`src/rtl/magnitude_comparator_bist_if.sv`:
```
// Comparator operand/result bus: the BIST drives A/B (master), the comparator answers X/Y/Z (slave).
// Purely combinational response path; no flow control on this bus.
interface magnitude_comparator_bist_if #(
    parameter int WIDTH = 4
);
    logic [WIDTH-1:0] cmp_a;
    logic [WIDTH-1:0] cmp_b;
    logic             cmp_x;
    logic             cmp_y;
    logic             cmp_z;

    modport master (output cmp_a, output cmp_b, input cmp_x, input cmp_y, input cmp_z);
    modport slave  (input cmp_a, input cmp_b, output cmp_x, output cmp_y, output cmp_z);
endinterface

```
`src/rtl/magnitude_comparator_bist.sv`:
```
// Self-test driver/checker for a WIDTH-bit magnitude comparator; CMP_BIST_EXHAUSTIVE_EN swaps the LFSR for an exhaustive up-counter.
// Latency: first vector one cycle after start is sampled, SETTLE_CYCLES+1 cycles per vector, done after RUN_LEN*(SETTLE_CYCLES+1)+1.
// Backpressure: none; start is honoured only in IDLE/DONE and ignored while a run is busy.
module magnitude_comparator_bist #(
    parameter int         WIDTH         = 4,
    parameter int         NUM_VECTORS   = 16,
    parameter logic [7:0] SEED          = 8'hA5,
    parameter int         SETTLE_CYCLES = 2
) (
    input  logic                         clk,
    input  logic                         rst,
    input  logic                         start,
    magnitude_comparator_bist_if.master  cmp,
    output logic                         busy,
    output logic                         done,
    output logic                         pass,
    output logic [15:0]                  vec_count,
    output logic [15:0]                  err_count
);

    localparam int LW  = 2 * WIDTH;
    localparam int SCW = (SETTLE_CYCLES > 1) ? $clog2(SETTLE_CYCLES) : 1;

`ifdef CMP_BIST_EXHAUSTIVE_EN
    localparam logic [LW-1:0] SEED_EFF = '0;
    localparam logic [16:0]   RUN_LEN  = 17'(1 << LW);
`else
    localparam logic [LW-1:0] SEED_EFF = (SEED == 8'h00) ? LW'(1) : LW'(SEED);
    localparam logic [16:0]   RUN_LEN  = 17'(NUM_VECTORS);
`endif

    typedef enum logic [1:0] {IDLE, SETTLE, CHECK, DONE} state_t;

    state_t           state;
    state_t           state_nxt;
    logic             start_q;
    logic             restart;
    logic [LW-1:0]    lfsr;
    logic [LW-1:0]    lfsr_nxt;
    logic [SCW-1:0]   settle_cnt;
    logic             settle_end;
    logic             last_vec;
    logic             mismatch;
    logic [2:0]       exp_xyz;
    logic [16:0]      vec_inc;
    logic [15:0]      vec_nxt;
    logic [15:0]      err_nxt;

`ifdef CMP_BIST_EXHAUSTIVE_EN
    assign lfsr_nxt = lfsr + LW'(1);
`else
    // Fibonacci taps generalise x^8+x^6+x^5+x^4+1 to any 2*WIDTH >= 5
    assign lfsr_nxt = {lfsr[LW-2:0], lfsr[LW-1] ^ lfsr[LW-3] ^ lfsr[LW-4] ^ lfsr[LW-5]};
`endif

    assign exp_xyz    = {cmp.cmp_a > cmp.cmp_b, cmp.cmp_a == cmp.cmp_b, cmp.cmp_a < cmp.cmp_b};
    assign mismatch   = {cmp.cmp_x, cmp.cmp_y, cmp.cmp_z} != exp_xyz;
    assign vec_inc    = {1'b0, vec_count} + 17'd1;
    assign last_vec   = (vec_inc == RUN_LEN);
    assign settle_end = (settle_cnt == SCW'(SETTLE_CYCLES - 1));

    always_ff @(posedge clk) begin
        if (rst) begin
            state <= IDLE;
        end else begin
            state <= state_nxt;
        end
    end

    always_comb begin
        state_nxt = state;
        restart   = 1'b0;
        case (state)
            IDLE: begin
                if (start_q) begin
                    restart   = 1'b1;
                    state_nxt = SETTLE;
                end
            end
            SETTLE: begin
                if (settle_end) begin
                    state_nxt = CHECK;
                end
            end
            CHECK: begin
                state_nxt = last_vec ? DONE : SETTLE;
            end
            DONE: begin
                if (start_q) begin
                    restart   = 1'b1;
                    state_nxt = SETTLE;
                end
            end
            default: state_nxt = IDLE;
        endcase
    end

    always_comb begin
        vec_nxt = vec_count;
        err_nxt = err_count;
        if (restart) begin
            vec_nxt = '0;
            err_nxt = '0;
        end else if (state == CHECK) begin
            vec_nxt = vec_inc[15:0];
            if (mismatch && (err_count != 16'hFFFF)) begin
                err_nxt = err_count + 16'd1;
            end
        end
    end

    always_ff @(posedge clk) begin
        if (rst) begin
            start_q    <= 1'b0;
            lfsr       <= SEED_EFF;
            cmp.cmp_a  <= '0;
            cmp.cmp_b  <= '0;
            settle_cnt <= '0;
            vec_count  <= '0;
            err_count  <= '0;
            busy       <= 1'b0;
            done       <= 1'b0;
            pass       <= 1'b0;
        end else begin
            // start is registered so a request seen mid-run can never leak into DONE
            start_q   <= start && ((state == IDLE) || (state == DONE));
            vec_count <= vec_nxt;
            err_count <= err_nxt;
            busy      <= (state_nxt == SETTLE) || (state_nxt == CHECK);
            done      <= (state_nxt == DONE);
            pass      <= (state_nxt == DONE) && (err_nxt == 16'd0);
            if (restart) begin
                lfsr       <= SEED_EFF;
                cmp.cmp_a  <= SEED_EFF[LW-1:WIDTH];
                cmp.cmp_b  <= SEED_EFF[WIDTH-1:0];
                settle_cnt <= '0;
            end else if (state == SETTLE) begin
                settle_cnt <= settle_cnt + SCW'(1);
            end else if (state == CHECK) begin
                lfsr       <= lfsr_nxt;
                settle_cnt <= '0;
                if (!last_vec) begin
                    cmp.cmp_a <= lfsr_nxt[LW-1:WIDTH];
                    cmp.cmp_b <= lfsr_nxt[WIDTH-1:0];
                end
            end
        end
    end

endmodule
```
`src/flat_wrapper.sv`:
```
// flat-port wrapper written by rule: the top's interface ports become plain ports
module magnitude_comparator_bist_flat 
#(
    parameter int         WIDTH         = 4,
    parameter int         NUM_VECTORS   = 16,
    parameter logic [7:0] SEED          = 8'hA5,
    parameter int         SETTLE_CYCLES = 2
)
  (clk, rst, start, busy, done, pass, vec_count, err_count, cmp_cmp_a, cmp_cmp_b, cmp_cmp_x, cmp_cmp_y, cmp_cmp_z);
  magnitude_comparator_bist_if #(.WIDTH(WIDTH)) cmp_i ();
  input  logic clk;
  input  logic rst;
  input  logic start;
  output logic busy;
  output logic done;
  output logic pass;
  output logic [15:0] vec_count;
  output logic [15:0] err_count;
  output wire logic [$bits(cmp_i.cmp_a)-1:0] cmp_cmp_a;
  output wire logic [$bits(cmp_i.cmp_b)-1:0] cmp_cmp_b;
  input wire logic [$bits(cmp_i.cmp_x)-1:0] cmp_cmp_x;
  input wire logic [$bits(cmp_i.cmp_y)-1:0] cmp_cmp_y;
  input wire logic [$bits(cmp_i.cmp_z)-1:0] cmp_cmp_z;
  assign cmp_cmp_a = cmp_i.cmp_a;
  assign cmp_cmp_b = cmp_i.cmp_b;
  assign cmp_i.cmp_x = cmp_cmp_x;
  assign cmp_i.cmp_y = cmp_cmp_y;
  assign cmp_i.cmp_z = cmp_cmp_z;
  magnitude_comparator_bist #(.WIDTH(WIDTH), .NUM_VECTORS(NUM_VECTORS), .SEED(SEED), .SETTLE_CYCLES(SETTLE_CYCLES)) u_core (.clk(clk), .rst(rst), .start(start), .cmp(cmp_i), .busy(busy), .done(done), .pass(pass), .vec_count(vec_count), .err_count(err_count));
endmodule
```
`config.mk`:
```
export PLATFORM = sky130hd
export DESIGN_NAME = magnitude_comparator_bist_flat
export DESIGN_NICKNAME = d
export VERILOG_FILES = /design/src/rtl/magnitude_comparator_bist_if.sv /design/src/rtl/magnitude_comparator_bist.sv /design/src/flat_wrapper.sv
export SDC_FILE = /design/constraint.sdc
export NUM_CORES = 1
export LEC_CHECK = 0
export CORE_MARGIN = 2
export CORE_UTILIZATION = 44
export DETAILED_ROUTE_END_ITERATION = 7
export MAX_ROUTING_LAYER = met4
export PLACE_DENSITY = 0.78
export RECOVER_POWER = 25
export SLEW_MARGIN = 20
export SYNTH_ARGS = -nofsm -noshare
export SYNTH_HDL_FRONTEND = slang
export SYNTH_SLANG_ARGS = --single-unit
```
`constraint.sdc`:
```
create_clock -name clk -period 7 [get_ports clk]
set_input_delay 1.4 -clock clk [delete_from_list [all_inputs] [get_ports clk]]
set_output_delay 1.4 -clock clk [all_outputs]
set_load 0.03 [all_outputs]
```
==> summary.md, run 1 <==
| Metric | Value |
|---|---|
| Status | complete, but fails checks |
| Violations in the final reports | max-capacitance violations, max-slew violations |
| First-pass GRT wire length | about 11 mm |
| Critical path's slowest cell | sky130_fd_sc_hd__clkbuf_1 |
| Min Hold Slack | approximately 0.48 ns |
| R2r worst-path depth | 13 |
| Share of cells above drive strength 1 | 0.05764 |
| Top cell type by total area after synthesis | sky130_fd_sc_hd__dfxtp_1 |
| Worst reg2reg startpoint | u_core.vec_count[5] |
| Crit path arrival time | ~3.7 ns |
| Worst-path cell chain | dlygate4sd3_1, inv_1, nand2_1, clkbuf_1, nor2_1 |
| Placement row count | 30 |
| CTS tree | built |
| Total number of nets in the final design | approximately 420 |
| Power per cell area | roughly 290 mW/mm2 |
| Sequential share of the synthesized area | 0.3618 |
| Number of input and output port buffers inserted | 48 |
| Total of flip-flops plus latches after synthesis | between 50 and 60 |
| Storage cell area | about 0.0011 mm2 |
| Avg Synthesized Cell Area | between 8 and 9 um2 |
| Total Negative Setup Slacks | 0 ns |
| RD Place Congestion | 0.9472 |
| Residual DRC | 0 |
| Share of flip-flops with an asynchronous set or reset after synthesis | 0 |
| Global Route Usage Sum | 0.1846 |
| Via count of the first global-routing pass | between 2000 and 2500 |
| Endpoint required time on the critical path | roughly 7.1 ns |
| Clk Latency, worst-skew pair | around 0.31 ns |
| Post-route clock period utilization | 0.5068 |
| Top_reg_cell synth | sky130_fd_sc_hd__dfxtp_1 |
| Clk sink count | 55 |
| Starting density of the core | 0.4504 |
| Post-CTS repair timing setup buffer count | 0 |
| Register-to-Register Setup Slack | approximately 3.7 ns |
| Clock Path Buffers | 2 |
| CTS resizes | 0 |
| Inserted Diodes | 0 |
| Buffer type at the clock tree root | sky130_fd_sc_hd__clkbuf_8 |
| Worst-case setup margin in the final layout | ~3.5 ns |
| EDFF count, synth | 0 |
| Vias after detailed routing | between 2000 and 3000 |
| Category of the critical setup timing path | primary input to flip-flop |
| Clock skew | 0.01489 ns |
| Post-synth net total | 377 |
| Maximum level of the CTS H-tree | 2 |
| Die Span Y | roughly 87 um |
| Total Die Area | 0.007597 mm2 |
| Relative area change from synthesis to final layout | 20.44% |
| CP max stage delay | about 1.3 ns |
| Top cells by area in the synthesized netlist | sky130_fd_sc_hd__dfxtp_1, sky130_fd_sc_hd__ha_1, sky130_fd_sc_hd__nor2_1, sky130_fd_sc_hd__xor2_1, sky130_fd_sc_hd__nand2_1 |
| Synth top area share | 0.3618 |
| Number of pins exceeding their max-slew limit in the final report | 40 |
| Min cycle time layout | ~3.5 ns |
| Number of detailed-route iterations in the first pass | 4 |
| Worst Setup End Kind | flip-flop |
| Largest net degree at the start of global routing | 40 |
| Total global routing overflow | 0 |
| Number of instances in the synthesized netlist | around 360 |
| VDD IR-drop max | 0.1390 mV |
| Total length of routed wires | roughly 6.6 mm |
| Pre-CTS setup slack | between 3 and 4 ns |
| Final Hold Viols | 0 |
| Vias/cell | 5.534 |
| Highest achievable clock rate | ~0.28 GHz |
| Die X | 87.16 um |
| Combined area of all synthesized cells | between 0.003 and 0.004 mm2 |
| Element type at the critical path start | primary input |
| Unrepaired setup endpoints after global routing | no |
| Leakage | between 0.001 and 0.0015 uW |
| CP startpoint | rst |
| Total half-perimeter wirelength after legalization and detailed placement | between 4 and 5 mm |
| Clock buffers created by TritonCTS | 5 |
| Detailed router's first-iteration violation count | 83 |
| Number of primary I/O pins | slightly below 50 |
| Quantity of hold-fixing buffers added after cts | 0 |
| Worst Setup EP | u_core.err_count[5] |
| Most instantiated cells after synthesis | sky130_fd_sc_hd__dfxtp_1, sky130_fd_sc_hd__nor2_1, sky130_fd_sc_hd__nand2_1 |
| Fillers | 630 |
| Initial antenna violation count | 0 |
| Cell with the most instances after synthesis | sky130_fd_sc_hd__dfxtp_1 |
| Antenna Violating Nets Remaining | 0 |
| MaxCap Viol Count | 1 |
| Final setup fails | 0 |
| Critical path peak fanout | 39 |
| Worst-case headroom to the max-slew limit | -0.1847 |
| WL/cell | roughly 14 um |
| Worst hold path type | flip-flop to flip-flop |
| Transition time of the tightest slew-check pin | between 1.5 and 2 ns |
| Synth cell types | 52 |
| Yosys warns | 0 |
| Clock slew at the register clock pins of the worst setup and hold paths | about 0.10 ns |
| Destination of the worst register-to-register timing path | u_core.pass |
| Total area of multi-input combinational cells | around 0.0018 mm2 |
| Standard cell core area | 0.006756 mm2 |
[metal layers]
metal,global-route usage,part of all wire,up-vias
met5,-,0,-
met4,0.06014,0.0098,0
met3,0.03033,0.028,6
met2,0.3019,0.49,51
met1,0.2332,0.47,1250
li1,-,-,1344
[report_power, final]
part	internal (uW)	leakage, uW	total [uW]	switching, uW
Clock	107	0.0000581	210	104
Sequential	356	0.000445	396	40.1
Combinational	180	0.000852	439	259
Total	642	0.00135	1040	403
[worst min path at each step]
stage / endpoint / start / cells past startpoint
4_1_cts: u_core.cmp.cmp_a[2] / u_core.cmp.cmp_a[2] / 2
2_1_floorplan: u_core.settle_cnt / u_core.settle_cnt / 2
5_1_grt: u_core.cmp.cmp_a[2] / u_core.cmp.cmp_a[2] / 2
6_report: u_core.cmp.cmp_a[2] / u_core.cmp.cmp_a[2] / 2
3_5_place_dp: u_core.cmp.cmp_a[2] / u_core.cmp.cmp_a[2] / 2
3_3_place_gp: u_core.cmp.cmp_a[2] / u_core.cmp.cmp_a[2] / 2
[area by class of cell]
| class | count | area share |
|---|---|---|
| repair buffers | 49 | 0.1321 |
| multi-input cells | 278 | 0.5002 |
| inverters | 9 | 0.009218 |
| well taps | 80 | 0.02731 |
| clock buffers | 5 | 0.01878 |
| flip-flops and latches | 55 | 0.3004 |
| clock inverters | 3 | 0.01195 |
[through the flow]
step	instances	utilization	cell area, um2	total power, uW
6_report	479	0.5424	3665	1045
5_1_grt	479	0.5424	3665	1113
4_1_cts	479	0.5430	3669	1050
3_5_place_dp	471	0.5263	3556	838.4
3_3_place_gp	471	0.5263	3556	823.4
2_1_floorplan	359	-	3043	719.3
[worst max-delay path: cells and delay by family]
kind,cells,cell delay [ns]
buffers and inverters,3,2.05
and+or+nand+nor,2,0.20
[flip-flops by register name, indices dropped and copies added, names as in the netlist]
name               count
u_core.err_count      16
u_core.vec_count      16
u_core.lfsr            8
u_core.cmp.cmp_a       4
u_core.cmp.cmp_b       4
u_core.state           2
u_core.busy            1
u_core.done            1
u_core.pass            1
u_core.settle_cnt      1
u_core.start_q         1
[layout by cell type (no fill, tap or decap), types with 4 or more instances in the layout]
cell and n:
sky130_fd_sc_hd__dfxtp_1 55, sky130_fd_sc_hd__clkdlybuf4s50_1 47, sky130_fd_sc_hd__nor2_1 40, sky130_fd_sc_hd__nand2_1 39, sky130_fd_sc_hd__xor2_1 17, sky130_fd_sc_hd__a21oi_1 16, sky130_fd_sc_hd__xnor2_1 15, sky130_fd_sc_hd__nand3_1 13
sky130_fd_sc_hd__mux2i_1 13, sky130_fd_sc_hd__ha_1 12, sky130_fd_sc_hd__o21ai_0 10, sky130_fd_sc_hd__and3_1 10, sky130_fd_sc_hd__inv_1 9, sky130_fd_sc_hd__nor3_1 9, sky130_fd_sc_hd__nand4_1 9, sky130_fd_sc_hd__nor2b_1 6
sky130_fd_sc_hd__and2_1 6, sky130_fd_sc_hd__or3_1 6, sky130_fd_sc_hd__o21a_1 5, sky130_fd_sc_hd__and4_1 5, sky130_fd_sc_hd__clkbuf_8 5, sky130_fd_sc_hd__a211oi_1 4, sky130_fd_sc_hd__o211a_1 4
[logic make-up (layout without fill, tap and decap cells)]
kind of cell / after synthesis / count (layout) / share of synthesized area
buffers and inverters: 26 / 66 / 0.03577
muxes: 15 / 15 / 0.05016
xor gates and xnor gates: 32 / 32 / 0.09211
AOI/OAI and AO/OA: 56 / 56 / 0.1308
DFF: 55 / 55 / 0.3618
adders and majority gates: 12 / 12 / 0.04934
and+or+nand+nor: 163 / 163 / 0.2800
(Power assumes the default switching activity.)
==> run 2, diff against run 1 <==
--- a/config.mk
+++ b/config.mk
@@ -9,7 +9,7 @@
 export CORE_UTILIZATION = 44
 export DETAILED_ROUTE_END_ITERATION = 7
 export MAX_ROUTING_LAYER = met4
-export PLACE_DENSITY = 0.78
+export PLACE_DENSITY = 0.8
 export RECOVER_POWER = 25
 export SLEW_MARGIN = 20
 export SYNTH_ARGS = -nofsm -noshare
==> constraint.sdc (replaced) <==
create_clock -name clk -period 3 [get_ports clk]
set_input_delay 0.6 -clock clk [delete_from_list [all_inputs] [get_ports clk]]
set_output_delay 0.6 -clock clk [all_outputs]
set_load 0.03 [all_outputs]
==> run 2 against run 1 <==
Net effect:
- the run now ends clean
- global-route usage rose by 0.38 points
- die area unchanged
- register-to-register slack got worse by 3.6 ns
- clock-buffer cell count grew 1
- combinational power grew to 2.6 times the previous value
- critical path depth increased by 8
- worst hold slack gained 0.0026 ns
- routed wire length is 0.18% higher
- setup slack worse by 3.3 ns
- first-iteration DRC count grew 8.4%
==> summary.md, run 2 (synthesis results as in run 1) <==
| Metric | Value |
|---|---|
| Register-to-Register Setup Slack | 0.11 ns (was 3.70 ns) |
| Die X | 87.16 um (unchanged) |
| Clock slew at the register clock pins of the worst setup and hold paths | 0.10 ns (about the same) |
| Number of input and output port buffers inserted | 48 (unchanged) |
| Worst-case setup margin in the final layout | 0.1097 ns (was 3.452 ns) |
| Inserted Diodes | 0 (unchanged) |
| Total global routing overflow | 0 (unchanged) |
| R2r worst-path depth | 13 (unchanged) |
| Vias/cell | 5.525 (was 5.534) |
| Crit path arrival time | 3.13 ns (was 3.67 ns) |
| Residual DRC | 0 (unchanged) |
| Post-layout power | 2453 uW (was 1045 uW) |
| Worst-case headroom to the max-slew limit | 0.2281 (was -0.1847) |
| Final Hold Viols | 0 (unchanged) |
| Critical path peak fanout | 8 (was 39) |
| Share of cells above drive strength 1 | 0.1059 (was 0.05764) |
| Vias after detailed routing | 2685 (was 2651) |
| RD Place Congestion | 0.8733 (was 0.9472) |
| Final setup fails | 0 (unchanged) |
| Power per cell area | 654.8 mW/mm2 (was 285.1 mW/mm2) |
| Worst reg2reg startpoint | u_core.vec_count[5] (unchanged) |
| Die Span Y | 87.16 um (unchanged) |
| Min Hold Slack | 0.4866 ns (was 0.4840 ns) |
| Maximum level of the CTS H-tree | 2 (unchanged) |
| CP top delay family | simple AND/OR/NAND/NOR gates (was buffers and inverters) |
| Standard cell core area | 0.006756 mm2 (unchanged) |
| Commonest non-fill, non-tap cells in the layout | sky130_fd_sc_hd__dfxtp_1, sky130_fd_sc_hd__clkdlybuf4s50_1, sky130_fd_sc_hd__nor2_1 (unchanged) |
| Largest net degree at the start of global routing | 26 (was 40) |
| Via count of the first global-routing pass | 2565 (was 2469) |
| Element type at the critical path start | flip-flop (was primary input) |
| Leakage | 0.001388 uW (was 0.001355 uW) |
| MaxCap Viol Count | 0 (was 1) |
| Highest achievable clock rate | 0.3460 GHz |
| Starting density of the core | 0.4504 (unchanged) |
| Clock skew | 0.007641 ns (was 0.01489 ns) |
| Transition time of the tightest slew-check pin | 1.158 ns (was 1.777 ns) |
| Min cycle time layout | about 2.9 ns |
| Category of the critical setup timing path | flip-flop to flip-flop (was primary input to flip-flop) |
| Antenna Violating Nets Remaining | 0 (unchanged) |
| VDD IR-drop max | 0.3676 mV (was 0.1390 mV) |
| Layout Utilization | 0.5544 (was 0.5424) |
| Clk Latency, worst-skew pair | 0.30 ns (was 0.31 ns) |
| Placed standard-cell area | 0.003610 mm2 (was 0.003556 mm2) |
| Detailed router's first-iteration violation count | 90 (was 83) |
| Critical path's slowest cell | sky130_fd_sc_hd__dfxtp_2 (was sky130_fd_sc_hd__clkbuf_1) |
| Initial antenna violation count | 0 (unchanged) |
| Largest regs | u_core.err_count: 16 flops, u_core.vec_count: 16 flops, u_core.lfsr: 8 flops (unchanged) |
| Placement row count | 30 (unchanged) |
| Depth of the worst hold-timing path | 2 (unchanged) |
| Commonest non-fill, non-tap cell in the layout | sky130_fd_sc_hd__dfxtp_1 (unchanged) |
| Sink of the worst hold path | u_core.cmp.cmp_a[2] (unchanged) |
| Endpoint required time on the critical path | 3.24 ns (was 7.13 ns) |
| Total Die Area | 0.007597 mm2 (unchanged) |
| Total half-perimeter wirelength after legalization and detailed placement | 4.933 mm (was 4.885 mm) |
| Relative area change from synthesis to final layout | 23.11% (was 20.44%) |
| Critical path buffers and inverters | 1 (was 3) |
| Worst Setup End Kind | flip-flop (unchanged) |
| Final design instance area without fill | 0.003746 mm2 (was 0.003665 mm2) |
| Number of detailed-route iterations in the first pass | 4 (unchanged) |
| Pre-CTS setup slack | 0.03875 ns (was 3.232 ns) |
| Worst min-delay path startpoint | u_core.cmp.cmp_a[2] (unchanged) |
| Destination of the worst register-to-register timing path | u_core.pass (unchanged) |
| First-pass GRT wire length | 11.47 mm (was 11.12 mm) |
| Global Route Usage Sum | 0.1885 (was 0.1846) |
| Post-route clock period utilization | 0.9634 |
| WL/cell | 13.67 um (was 13.85 um) |
| Clock Path Buffers | 2 (unchanged) |
| Total number of nets in the final design | 424 (was 416) |
| Clock buffers created by TritonCTS | 5 (unchanged) |
| Number of pins exceeding their max-slew limit in the final report | 0 (was 40) |
| Clk sink count | 55 (unchanged) |
| Total length of routed wires | 6.646 mm (was 6.634 mm) |
| Number of primary I/O pins | 49 (unchanged) |
| Buffer type at the clock tree root | sky130_fd_sc_hd__clkbuf_8 (unchanged) |
| Worst hold path type | flip-flop to flip-flop (unchanged) |
| Status | finished clean (was complete, but fails checks) |
| CTS tree | built (unchanged) |
| CP max stage delay | 0.42 ns (was 1.28 ns) |
| Worst-path cell chain | and3_1, nand4_2, mux2_2, o31ai_2, o2111ai_2, inv_1, a221oi_2, a21oi_1, ha_1, nand2_1, nor4b_2, nand4_1, o22ai_2 (was dlygate4sd3_1, inv_1, nand2_1, clkbuf_1, nor2_1) |
-- run 2: worst min-delay path, cell delays in order, from the launching register on --
cell and delay [ns]:
sky130_fd_sc_hd__dfxtp_1 0.34, sky130_fd_sc_hd__nand2_1 0.06, sky130_fd_sc_hd__a21oi_1 0.05
-- run 2: metrics by stage --
step	TNS (ns)	std cells
final	0	486
after global routing	-0.09846	486
after CTS	0	485
after detailed placement	0	478
after global placement	0	478
after floorplan	0	359
-- run 2: power by group --
group          internal, uW  switching [uW]  leakage [uW]
Sequential              830            93.8      0.000448
Combinational           490             629      0.000892
Clock                   182             228     0.0000470
-- run 2: layer usage --
| layer | vias up | global-route usage | part of all wire |
|---|---|---|---|
| met3 | 6 | 0.03412 | 0.033 |
| met2 | 69 | 0.3040 | 0.48 |
| met4 | 0 | 0.05455 | 0.011 |
| li1 | 1352 | - | - |
| met5 | - | - | 0 |
| met1 | 1258 | 0.2423 | 0.48 |
-- run 2: area by class of cell --
class	count	area, um2
fillers	618	3010
inverters	9	33.78
flip-flops and latches	55	1109
well taps	80	100.1
repair buffers	57	540.5
clock inverters	1	5.005
clock buffers	6	82.58
multi-input cells	278	1876
-- run 2: what timing repair did --
| item | CTS | global route |
|---|---|---|
| hold buffers | 0 | 0 |
| setup buffers | 0 | 1 |
| setup endpoints to repair | 0 | 2 |
| resized for setup | 0 | 13 |
-- run 2: worst max path at each step --
stage                             start     endpoint  slack [ns]  cells after the start
global route        u_core.vec_count[5]  u_core.pass        -0.1                     13
CTS                 u_core.vec_count[1]  u_core.pass       0.005                     14
floorplan           u_core.vec_count[0]  u_core.pass        0.01                     15
detailed placement  u_core.vec_count[1]  u_core.pass        0.04                     14
finish              u_core.vec_count[5]  u_core.pass        0.11                     13
global placement              cmp_cmp_y  u_core.pass        0.11                      8
==> run 3, diff against run 2 <==
--- a/config.mk
+++ b/config.mk
@@ -5,7 +5,6 @@
 export SDC_FILE = /design/constraint.sdc
 export NUM_CORES = 1
 export LEC_CHECK = 0
-export CORE_MARGIN = 2
 export CORE_UTILIZATION = 44
 export DETAILED_ROUTE_END_ITERATION = 7
 export MAX_ROUTING_LAYER = met4
==> run 3 against run 2 <==
Net effect:
- global-route usage is 0.69 points higher
- first-iteration DRC count increased by 40%
- cell area is 1.1% higher
- fmax grew 3.1%
- clock skew decreased by 0.0059 ns
- sequential share of layout area down 0.39 points
- final cell count is 0.21% lower
- combinational power decreased by 5%
- clock-buffer cell count is the same
- critical path type unchanged
==> summary.md, run 3 (synthesis results as in run 1) <==
| Metric | Value |
|---|---|
| Final Hold Viols | 0 (unchanged) |
| Total Negative Setup Slacks | 0 ns (unchanged) |
| CTS tree | built (unchanged) |
| Worst-case headroom to the max-slew limit | 0.6141 (was 0.2281) |
| Endpoint required time on the critical path | 3.25 ns (was 3.24 ns) |
| Placed standard-cell area | 0.003633 mm2 (was 0.003610 mm2) |
| Initial antenna violation count | 0 (unchanged) |
| Clock Path Buffers | 2 (unchanged) |
| Total global routing overflow | 0 (unchanged) |
| Power per cell area | 675.6 mW/mm2 (was 654.8 mW/mm2) |
| Commonest non-fill, non-tap cells in the layout | sky130_fd_sc_hd__dfxtp_1, sky130_fd_sc_hd__nor2_1, sky130_fd_sc_hd__nand2_1, sky130_fd_sc_hd__clkdlybuf4s50_1, sky130_fd_sc_hd__xor2_1 (was sky130_fd_sc_hd__dfxtp_1, sky130_fd_sc_hd__clkdlybuf4s50_1, sky130_fd_sc_hd__nor2_1) |
| VDD IR-drop max | 0.3775 mV (was 0.3676 mV) |
| Detailed router's first-iteration violation count | 126 (was 90) |
| Transition time of the tightest slew-check pin | 0.5789 ns (was 1.158 ns) |
| Critical path peak fanout | 5 (was 8) |
| Placed insts | 477 (was 478) |
| Vias/cell | 5.561 (was 5.525) |
| Status | finished clean (unchanged) |
| Leakage | 0.001448 uW (was 0.001388 uW) |
| Number of detailed-route iterations in the first pass | 4 (unchanged) |
| Placement row count | 29 (was 30) |
| Category of the critical setup timing path | flip-flop to flip-flop (unchanged) |
| Min Hold Slack | 0.4738 ns (was 0.4866 ns) |
| Number of pins exceeding their max-slew limit in the final report | 0 (unchanged) |
| First-pass GRT wire length | 11.10 mm (was 11.47 mm) |
| Final setup fails | 0 (unchanged) |
| Relative area change from synthesis to final layout | 24.47% (was 23.11%) |
| Starting density of the core | 0.4685 (was 0.4504) |
| Post-layout power | 2559 uW (was 2453 uW) |
| Number of primary I/O pins | 49 (unchanged) |
| Commonest non-fill, non-tap cell in the layout | sky130_fd_sc_hd__dfxtp_1 (unchanged) |
| Total Die Area | 0.007252 mm2 (was 0.007597 mm2) |
| Antenna Violating Nets Remaining | 0 (unchanged) |
| Total number of nets in the final design | 425 (was 424) |
| Global Route Usage Sum | 0.1953 (was 0.1885) |
| MaxCap Viol Count | 0 (unchanged) |
| Largest regs | u_core.err_count: 16 flops, u_core.vec_count: 16 flops, u_core.lfsr: 8 flops (unchanged) |
| Buffer type at the clock tree root | sky130_fd_sc_hd__clkbuf_8 (unchanged) |
| Crit path arrival time | 3.05 ns (was 3.13 ns) |
| Min cycle time layout | 2.802 ns (was 2.890 ns) |
| Largest net degree at the start of global routing | 26 (unchanged) |
| Clock slew at the register clock pins of the worst setup and hold paths | 0.09 ns (was 0.10 ns) |
| Worst Setup End Kind | flip-flop (unchanged) |
| Standard cell core area | 0.006495 mm2 (was 0.006756 mm2) |
| Share of cells above drive strength 1 | 0.09804 (was 0.1059) |
| Maximum level of the CTS H-tree | 2 (unchanged) |
| Finished Layout Cells | 485 (was 486) |
| Residual DRC | 0 (unchanged) |
| Inserted Diodes | 0 (unchanged) |
| Total half-perimeter wirelength after legalization and detailed placement | 4.987 mm (was 4.933 mm) |
| Vias after detailed routing | 2697 (was 2685) |
| Die Span Y | 85.16 um (was 87.16 um) |
| Clock skew | 0.001766 ns (was 0.007641 ns) |
| Unrepaired setup endpoints after global routing | no |
| WL/cell | 13.81 um (was 13.67 um) |
| Highest achievable clock rate | 0.3569 GHz (was 0.3460 GHz) |
| Clk Latency, worst-skew pair | 0.31 ns (was 0.30 ns) |
| Final design instance area without fill | 0.003787 mm2 (was 0.003746 mm2) |
| Clock buffers created by TritonCTS | 5 (unchanged) |
| Total length of routed wires | 6.698 mm (was 6.646 mm) |
| Post-route clock period utilization | 0.9340 (was 0.9634) |
| Element type at the critical path start | flip-flop (unchanged) |
| Via count of the first global-routing pass | 2467 (was 2565) |
| RD Place Congestion | 0.9629 (was 0.8733) |
| Number of input and output port buffers inserted | 48 (unchanged) |
| Clk sink count | 55 (unchanged) |
| Worst hold path type | flip-flop to flip-flop (unchanged) |
| Quantity of hold-fixing buffers added after cts | 0 (unchanged) |
| Die X | 85.16 um (was 87.16 um) |
run 3: cell types whose count changed in the layout (fill, tap and decap cells not counted), sizes merged:
| cell | before | now |
|---|---|---|
| clkbuf | 8 | 6 |
| clkdlybuf4s50 | 47 | 39 |
| bufinv | 0 | 2 |
| buf | 7 | 10 |
| dlygate4sd3 | 1 | 9 |
| clkinv | 1 | 0 |
run 3: worst max-delay path, cell delays in order (launching register included):
cell and delay [ns]:
sky130_fd_sc_hd__dfxtp_1 0.41, sky130_fd_sc_hd__and3_1 0.23, sky130_fd_sc_hd__nand4_2 0.15, sky130_fd_sc_hd__mux2_2 0.31
sky130_fd_sc_hd__o31ai_1 0.32, sky130_fd_sc_hd__o2111ai_2 0.18, sky130_fd_sc_hd__inv_1 0.11, sky130_fd_sc_hd__a221oi_2 0.07
sky130_fd_sc_hd__a21oi_1 0.16, sky130_fd_sc_hd__ha_1 0.17, sky130_fd_sc_hd__nand2_1 0.09, sky130_fd_sc_hd__nor4b_2 0.28
sky130_fd_sc_hd__nand4_1 0.15, sky130_fd_sc_hd__o22ai_2 0.10
run 3: area by class of cell:
type	count	area (um2)
multi-input combinational	278	1851
timing repair buffer	58	568.0
clock buffer	6	72.57
sequential	55	1106
fill	549	2708
tap	77	96.34
inverter	9	33.78
clock inverter	2	60.06
run 3: final timing paths:
check	startpoint	to	slack [ns]	cells past startpoint
worst max register to register	u_core.vec_count[6]	u_core.pass	0.20	13
worst min register to register	u_core.cmp.cmp_a[0]	u_core.cmp.cmp_a[0]	0.47	2
worst min-delay path	u_core.cmp.cmp_a[0]	u_core.cmp.cmp_a[0]	0.47	2
worst max-delay path	u_core.vec_count[6]	u_core.pass	0.20	13
run 3: repair_timing:
item | 4_1_cts | 5_1_grt
resized for setup | 0 | 7
setup buffers | 0 | 0
endpoints found under the setup margin | 0 | 2
run 3: power breakdown:
part | switching [uW] | leakage [uW] | internal, uW
sequential | 91.8 | 0.000447 | 829
clock | 242 | 0.0000654 | 334
combinational | 614 | 0.000936 | 448
run 3: metrics by stage:
stage	setup WS (ns)	util
5_1_grt	0.01149	0.5831
2_1_floorplan	0.009822	-
6_report	0.1979	0.5831
3_5_place_dp	0.1135	0.5594
4_1_cts	0.1578	0.5799
3_3_place_gp	0.1411	0.5594
run 3: routing by layer:
metal  track usage  share of wire  vias up
li1              -              -     1352
met1        0.2345           0.46     1261
met2        0.3211           0.48       66
met3       0.03988          0.039       18
met4       0.07704          0.023        0
met5             -              0        -
